## src/rtl/sipo_pkg.sv

```systemverilog
// Shared types for the serial receive path: deserializer FSM states and counter sizing.
package sipo_pkg;

  typedef enum logic [1:0] {IDLE, COLLECT, PARITY} state_t;

  // Bit counter must hold 0..width inclusive.
  function automatic int cnt_width(input int width);
    return $clog2(width + 1);
  endfunction

endpackage

```

## src/rtl/sipo_out_reg.sv

```systemverilog
// One-entry valid/ready holding register; word visible the cycle after load.
// A load while a word is held and not being consumed is dropped and sets sticky overrun.
module sipo_out_reg #(
  parameter int WIDTH = 8
) (
  input  logic             clk,
  input  logic             reset,
  input  logic             load,
  input  logic [WIDTH-1:0] word,
  input  logic             data_ready,
  input  logic             clear_overrun,
  output logic [WIDTH-1:0] data_out,
  output logic             data_valid,
  output logic             overrun,
  output logic             load_acc
);

  // Consume and load on the same edge leaves the register full with no bubble.
  assign load_acc = load & (~data_valid | data_ready);

  always_ff @(posedge clk) begin
    if (reset) begin
      data_out   <= '0;
      data_valid <= 1'b0;
      overrun    <= 1'b0;
    end else begin
      if (load_acc) begin
        data_out   <= word;
        data_valid <= 1'b1;
      end else if (data_valid && data_ready) begin
        data_valid <= 1'b0;
      end
      if (load && !load_acc)
        overrun <= 1'b1;
      else if (clear_overrun)
        overrun <= 1'b0;
    end
  end

endmodule

```

## src/rtl/sipo_deserializer.sv

```systemverilog
// LSB-first serial-to-parallel receiver; word valid one cycle after its final bit, dropped with overrun if held word unconsumed.
// SIPO_PARITY_CHECK_EN adds a trailing even-parity bit per word and drives parity_err.
module sipo_deserializer
  import sipo_pkg::*;
#(
  parameter int DATA_WIDTH = 8,
  parameter int CNT_WIDTH  = 16
) (
  input  logic                  clk,
  input  logic                  reset,
  input  logic                  serial_in,
  input  logic                  serial_valid,
  input  logic                  sync,
  output logic [DATA_WIDTH-1:0] data_out,
  output logic                  data_valid,
  input  logic                  data_ready,
  output logic                  overrun,
  input  logic                  clear_overrun,
  output logic [CNT_WIDTH-1:0]  word_count,
  output logic                  parity_err
);

  localparam int BW = cnt_width(DATA_WIDTH);
  localparam logic [BW-1:0] LAST = BW'(DATA_WIDTH - 1);
`ifdef SIPO_PARITY_CHECK_EN
  localparam int SW = DATA_WIDTH;      // full word kept while waiting for parity
  localparam int OW = DATA_WIDTH + 1;  // parity_err travels with the word
`else
  localparam int SW = DATA_WIDTH - 1;
  localparam int OW = DATA_WIDTH;
`endif

  state_t                state_q, state_d;
  logic [BW-1:0]         cnt_q, cnt_d;
  logic [SW-1:0]         shift_q, shift_d;
  logic [DATA_WIDTH-1:0] candidate;
  logic [OW-1:0]         word, out_word;
  logic                  load, load_acc;

  assign candidate = {serial_in, shift_q[SW-1 -: DATA_WIDTH-1]};

  always_ff @(posedge clk) begin
    if (reset) begin
      state_q <= IDLE;
      cnt_q   <= '0;
      shift_q <= '0;
    end else begin
      state_q <= state_d;
      cnt_q   <= cnt_d;
      shift_q <= shift_d;
    end
  end

  always_comb begin
    state_d = state_q;
    cnt_d   = cnt_q;
    shift_d = shift_q;
    load    = 1'b0;
`ifdef SIPO_PARITY_CHECK_EN
    word    = {^shift_q ^ serial_in, shift_q};
`else
    word    = candidate;
`endif
    if (sync) begin
      state_d = IDLE;
      cnt_d   = '0;
    end else if (serial_valid) begin
      case (state_q)
        IDLE, COLLECT: begin
          shift_d = candidate[DATA_WIDTH-1 -: SW];
          if (cnt_q == LAST) begin
            cnt_d = '0;
`ifdef SIPO_PARITY_CHECK_EN
            state_d = PARITY;
`else
            state_d = IDLE;
            load    = 1'b1;
`endif
          end else begin
            cnt_d   = cnt_q + BW'(1);
            state_d = COLLECT;
          end
        end
`ifdef SIPO_PARITY_CHECK_EN
        PARITY: begin
          load    = 1'b1;
          state_d = IDLE;
        end
`endif
        default: begin
          state_d = IDLE;
          cnt_d   = '0;
        end
      endcase
    end
  end

  sipo_out_reg #(.WIDTH(OW)) u_out_reg (
    .clk           (clk),
    .reset         (reset),
    .load          (load),
    .word          (word),
    .data_ready    (data_ready),
    .clear_overrun (clear_overrun),
    .data_out      (out_word),
    .data_valid    (data_valid),
    .overrun       (overrun),
    .load_acc      (load_acc)
  );

  assign data_out = out_word[DATA_WIDTH-1:0];
`ifdef SIPO_PARITY_CHECK_EN
  assign parity_err = out_word[DATA_WIDTH];
`else
  assign parity_err = 1'b0;
`endif

  always_ff @(posedge clk) begin
    if (reset)
      word_count <= '0;
    else if (load_acc)
      word_count <= word_count + CNT_WIDTH'(1);
  end

endmodule

```

## config.mk

```make
export PLATFORM = sky130hd
export DESIGN_NAME = sipo_deserializer
export DESIGN_NICKNAME = d
export VERILOG_FILES = /design/src/rtl/sipo_pkg.sv /design/src/rtl/sipo_out_reg.sv /design/src/rtl/sipo_deserializer.sv
export SDC_FILE = /design/constraint.sdc
export NUM_CORES = 1
export LEC_CHECK = 0
export CAP_MARGIN = 40
export CORE_MARGIN = 3
export CORE_UTILIZATION = 45
export DETAILED_ROUTE_END_ITERATION = 8
export PLACE_DENSITY = 0.84
export SYNTH_ARGS = -nofsm -noshare
export SYNTH_HDL_FRONTEND = slang
export SYNTH_SLANG_ARGS = --single-unit
```

## constraint.sdc

```tcl
create_clock -name clk -period 1.9 [get_ports clk]
set_input_delay 0.285 -clock clk [delete_from_list [all_inputs] [get_ports clk]]
set_output_delay 0.285 -clock clk [all_outputs]
set_load 0.005 [all_outputs]
```

Word-level counts from Yosys, hierarchy flattened
Cells that the tools add are included.
{"block": "op_classes", "add_sub_neg": 2, "n_eq_ne": 2, "n_mux": 12, "n_bitwise": 4, "reduce_logical": 9}
{"cell": "adder 16 x 1 -> 16 bit, second input constant", "n": 1}
{"cell": "2-to-1 mux 1 bit", "n": 9}
{"cell": "2-to-1 mux 4 bit", "n": 2}
{"cell": "adder 4 x 1 -> 4 bit, second input constant", "n": 1}
{"cell": "equality test 4 x 3 -> 1 bit, second input constant", "n": 1}
{"cell": "nonzero test 2 bit", "n": 2}
{"cell": "OR reduction 2 bit", "n": 2}
{"cell": "AND reduction 3 bit", "n": 1}
{"cell": "equality test 2 x 1 -> 1 bit, second input constant", "n": 1}
{"cell": "logical AND 1 bit", "n": 2}
{"cell": "logical NOT 2 bit", "n": 1}
{"cell": "2-to-1 mux 2 bit", "n": 1}
{"cell": "inverter 1 bit", "n": 2}
{"cell": "AND 1 bit", "n": 1}
{"cell": "logical NOT 1 bit", "n": 1}
{"cell": "bitwise OR 1 bit", "n": 1}
{"block": "totals", "register_bits": 39, "inputBits": 7, "output_inout_bits": 27, "word_cells": 36}

Logic depth before layout (Yosys ltp)
{"block": "logic_depth", "depth_word": 9, "depth_mapped": 6, "ltp_nobuf": 5}

Hierarchy
A second synthesis with hierarchy kept.
{"block": "hier_totals", "hier_cells": 179, "hier_area_um2": 1654.1}
{"module": "sipo_deserializer", "n_inst": 1, "cells_per_inst": 136, "area_each_um2": 1213.7, "seq_area_each_um2": 540.5}
{"module": "sipo_out_reg", "n_inst": 1, "cells_per_inst": 43, "area_each_um2": 440.4, "seq_area_each_um2": 200.2}

Worst setup path after synthesis
No wires, ideal clock.
{"block": "synth_timing", "path_kind": "reg2reg", "start": "reg cnt_q[0]", "end": "reg word_count[13]", "setup_ns": 0.070, "arrival_time_ns": 1.914, "required_ns": 1.830, "setup_slack_ns": -0.085, "path_stages_with_launch": 7, "path_buffers": 1, "period_less_slack_ns": 1.985, "path_cell_list": "dfxtp_1 ha_1 nand4b_2 or4_4 buf_6 or4_1 a21oi_1"}
{"block": "synth_between", "elab_chain_len": 6}
{"element": "from (decl)", "line": "sipo_deserializer.sv:34", "source": "logic [BW-1:0] cnt_q, cnt_d;"}
{"element": "from (signal assigned)", "line": "sipo_deserializer.sv:49", "source": "cnt_q <= cnt_d;"}
{"element": "equality test 4 x 3 -> 1 bit", "line": "sipo_deserializer.sv:71", "source": "if (cnt_q == LAST) begin"}
{"element": "2-to-1 mux 1 bit", "line": "sipo_deserializer.sv:71"}
{"element": "2-to-1 mux 1 bit", "line": "sipo_deserializer.sv:68", "source": "case (state_q)"}
{"element": "2-to-1 mux 1 bit", "line": "sipo_deserializer.sv:67", "source": "end else if (serial_valid) begin"}
{"element": "2-to-1 mux 1 bit", "line": "sipo_deserializer.sv:64", "source": "if (sync) begin"}
{"element": "AND 1 bit", "line": "sipo_out_reg.sv:19", "source": "assign load_acc = load & (~data_valid | data_ready);"}
{"element": "to (signal assigned)", "line": "sipo_deserializer.sv:122", "source": "word_count <= word_count + CNT_WIDTH'(1);"}
{"element": "to (decl)", "line": "sipo_deserializer.sv:19", "source": "output logic [CNT_WIDTH-1:0] word_count,"}
No other way between the ends.
A chain may end at the register's enable or synchronous reset.

Worst setup path after layout
{"block": "layout_timing", "start": "reg cnt_q[0]", "end": "reg word_count[6]"}
The elaborated chain is that of the path after synthesis.

==> impl_metrics.env <==
export IMPL_ys_top_cells_by_area="sky130_fd_sc_hd__dfxtp_1, sky130_fd_sc_hd__mux2i_1, sky130_fd_sc_hd__nor2_1"
export IMPL_finalNonFillerCells=262
export IMPL_ff_latch_area_um2=751
export IMPL_via_density_per_instance=5.38
export IMPL_multi_input_comb_area_um2=788
export IMPL_maxSlewViolCount=0
export IMPL_worst_ir_drop_vdd_mv=0.458
export IMPL_synth_top_flop_cell="sky130_fd_sc_hd__dfxtp_1"
export IMPL_netlist_top_cell_by_area="sky130_fd_sc_hd__dfxtp_1"
export IMPL_final_min_period_over_clock_period_pct=98.4
export IMPL_postSynthCellCount=172
export IMPL_die_w_um=65.3
export IMPL_tns_ns=0
export IMPL_setup_reg_to_reg_worst_slack_ns=0.03
export IMPL_most_frequent_standard_cell_in_the_layout_excluding_fill_and_tap_cells="sky130_fd_sc_hd__dfxtp_1"
export IMPL_synth_compound_area_share_pct=10.4
export IMPL_drt_first_pass_iters=4
export IMPL_worst_setup_path_end_kind="register"
export IMPL_yosys_register_bits=37
export IMPL_cts_inserted_buffers=5
export IMPL_route_final_wire_length_um=3360
export IMPL_wire_per_inst_um=12.8
export IMPL_pin_count_of_the_biggest_net_entering_global_routing=38
export IMPL_rows=20
export IMPL_grtUsageTotal_pct=17.5
export IMPL_power_leakage_nw=0.776
export IMPL_outcome="complete, no violations"
export IMPL_setup_ws_ns=0.0308
export IMPL_finalHoldViolations=0
export IMPL_iteration_0_drc_markers=96
export IMPL_worst_setup_path_type="reg -> reg"
export IMPL_area_growth_synth_to_final_pct=37.6
export IMPL_detailed_place_area_um2=2030
export IMPL_max_clock_freq_mhz=535
export IMPL_ant_nets=0
export IMPL_clock_tree_from_tritoncts="built"
export IMPL_placed_instances=251
export IMPL_ios=34
export IMPL_die_area_um2=4260
export IMPL_insertion_delay_ns=0.36
export IMPL_yosys_area_share_simple_pct=22.2
export IMPL_totalPowerFinal_mw=1.40
export IMPL_final_setup_skew_ns=0.0152
export IMPL_synth_seq_area_share_pct=46.8
export IMPL_total_power_per_unit_cell_area_nw_per_um2=641
export IMPL_synth_xor_xnor_area_share_pct=2.22
export IMPL_dpl_hpwl_um=2320
export IMPL_critical_path_data_required_time_ns=2.19
export IMPL_fillCellCount=280
export IMPL_worst_endpoint_arrival_ns=2.16
export IMPL_post_place_ws_ns=-0.241
export IMPL_finalNetCount=226
export IMPL_total_global_routing_overflow=0
export IMPL_most_common_layout_cells="sky130_fd_sc_hd__dfxtp_1, sky130_fd_sc_hd__clkdlybuf4s50_1, sky130_fd_sc_hd__nor2_1, sky130_fd_sc_hd__mux2i_1, sky130_fd_sc_hd__buf_4"
export IMPL_grt_pass1_vias=1294
export IMPL_critical_path_startpoint_type="register"
export IMPL_synth_edf_count=0
export IMPL_crit_path_max_fanout=6
export IMPL_cts_buffer_depth=2
export IMPL_cts_sinks=37
export IMPL_chipHeight_um=65.3
export IMPL_route_vias_total=1410
export IMPL_effective_utilization_at_floorplan_pct=49.4
export IMPL_drt_drc_violations_left=0
export IMPL_clkTransAtPathRegs_ns=0.12
export IMPL_place_congestion=0.774
export IMPL_layout_cells_sized_above_1_pct=17.9
export IMPL_synth_adder_area_share_pct=1.58
export IMPL_n_antenna_cell=0
export IMPL_antenna_violations_before_repair=0
export IMPL_ys_types=31
export IMPL_grt_pass1_wl_um=5780
export IMPL_synth_mux_area_share_pct=10.8
export IMPL_synth_top_cell_area_share_pct=46.8
export IMPL_hp_class="reg -> reg"
export IMPL_synth_yosys_warnings=0
export IMPL_synth_avg_cell_area_um2=9.19
export IMPL_final_cell_area_um2=2180
export IMPL_placeableCoreArea_um2=3200
export IMPL_final_period_minus_worst_setup_slack_ns=1.87
export IMPL_portBuffers=32
export IMPL_synthesis_nets=181
export IMPL_drv_cap=0
export IMPL_timing_final_setup_violations=0
export IMPL_synth_top_family_by_area="simple AND/OR/NAND/NOR gates"
export IMPL_postSynth_asyncResetShare_pct=0
export IMPL_grt_setup_unrepaired="yes"
export IMPL_mappedNetlistArea_um2=1580
export IMPL_cts_root_buffer="sky130_fd_sc_hd__clkbuf_4"
export IMPL_htreeDepth=2
synth_stat cells, types with 3 or more instances:
cell type	n
sky130_fd_sc_hd__a21oi_1	14
sky130_fd_sc_hd__clkbuf_1	7
sky130_fd_sc_hd__dfxtp_1	37
sky130_fd_sc_hd__inv_1	7
sky130_fd_sc_hd__mux2i_1	17
sky130_fd_sc_hd__nand2_1	7
sky130_fd_sc_hd__nand3_1	4
sky130_fd_sc_hd__nand4_1	4
sky130_fd_sc_hd__nor2_1	22
sky130_fd_sc_hd__nor3_1	4
sky130_fd_sc_hd__o21ai_0	5
sky130_fd_sc_hd__o31ai_1	7
sky130_fd_sc_hd__or3_1	6
sky130_fd_sc_hd__or4_1	7
sky130_fd_sc_hd__xor2_1	3
through the flow:
step / utilization [%] / hold WS [ns]
2_1_floorplan: - / 0.432
3_3_place_gp: 63.5 / 0.463
3_5_place_dp: 63.5 / 0.477
4_1_cts: 66.2 / 0.495
5_1_grt: 67.9 / 0.524
6_report: 67.9 / 0.488
logic make-up (layout without fill, tap and decap cells):
kind of cell	count (synthesis)	after routing
multiplexers	17	17
AND/OR/NAND/NOR	64	64
buffers and inverters	19	65
AO/OA/AOI/OAI	28	28
flip-flops	37	37
other	1	1
XOR/XNOR	4	4
adder cells (fa/ha/maj)	2	2
report_power, final:
| part | internal (mW) | total [mW] | switching [mW] |
|---|---|---|---|
| sequential | 0.776 | 0.779 | 0.00296 |
| clock | 0.278 | 0.562 | 0.284 |
| combinational | 0.0261 | 0.0542 | 0.0282 |
| total | 1.08 | 1.40 | 0.315 |
worst paths after layout:
| check | cells after the start | to | start |
|---|---|---|---|
| setup reg to reg | 6 | word_count[6] | cnt_q[0] |
| hold reg to reg | 2 | u_out_reg.overrun | u_out_reg.overrun |
| hold / removal | 2 | u_out_reg.overrun | u_out_reg.overrun |
| setup / recovery | 6 | word_count[6] | cnt_q[0] |
registers in the layout (all words and copies together), names as in the netlist:
signal / count
cnt_q: 4
shift_q: 7
u_out_reg.data_out: 8
u_out_reg.data_valid: 1
u_out_reg.overrun: 1
word_count: 16
per-layer routing:
layer	global-route usage, %	up-vias	wire length [um]
met2	28.2	51	1560
met5	0	-	0
li1	-	696	-
met1	21.2	658	1500
met3	7.18	5	266
met4	5.44	0	42
cell type report:
cell class	count	area share, %
inverter	7	1.21
tap	44	2.53
clock buffer	5	1.73
timing repair buffer	50	21.7
sequential	37	34.5
multi-input combinational	116	36.2
clock inverter	3	2.13
critical path: stages (launching register included):
cell and delay, ns:
sky130_fd_sc_hd__dfxtp_4 0.38, sky130_fd_sc_hd__ha_4 0.14, sky130_fd_sc_hd__nand4b_4 0.11, sky130_fd_sc_hd__or4_4 0.58, sky130_fd_sc_hd__buf_6 0.16, sky130_fd_sc_hd__or3_4 0.32
sky130_fd_sc_hd__a21oi_2 0.11
timing repair:
action | 4_1_cts | 5_1_grt
pin swaps | 0 | 5
setup buffers | 0 | 3
gates resized for setup | 1 | 11
hold buffers | 0 | 0
setup endpoints to repair | 1 | 8
Power figures use the tool's default switching activity.
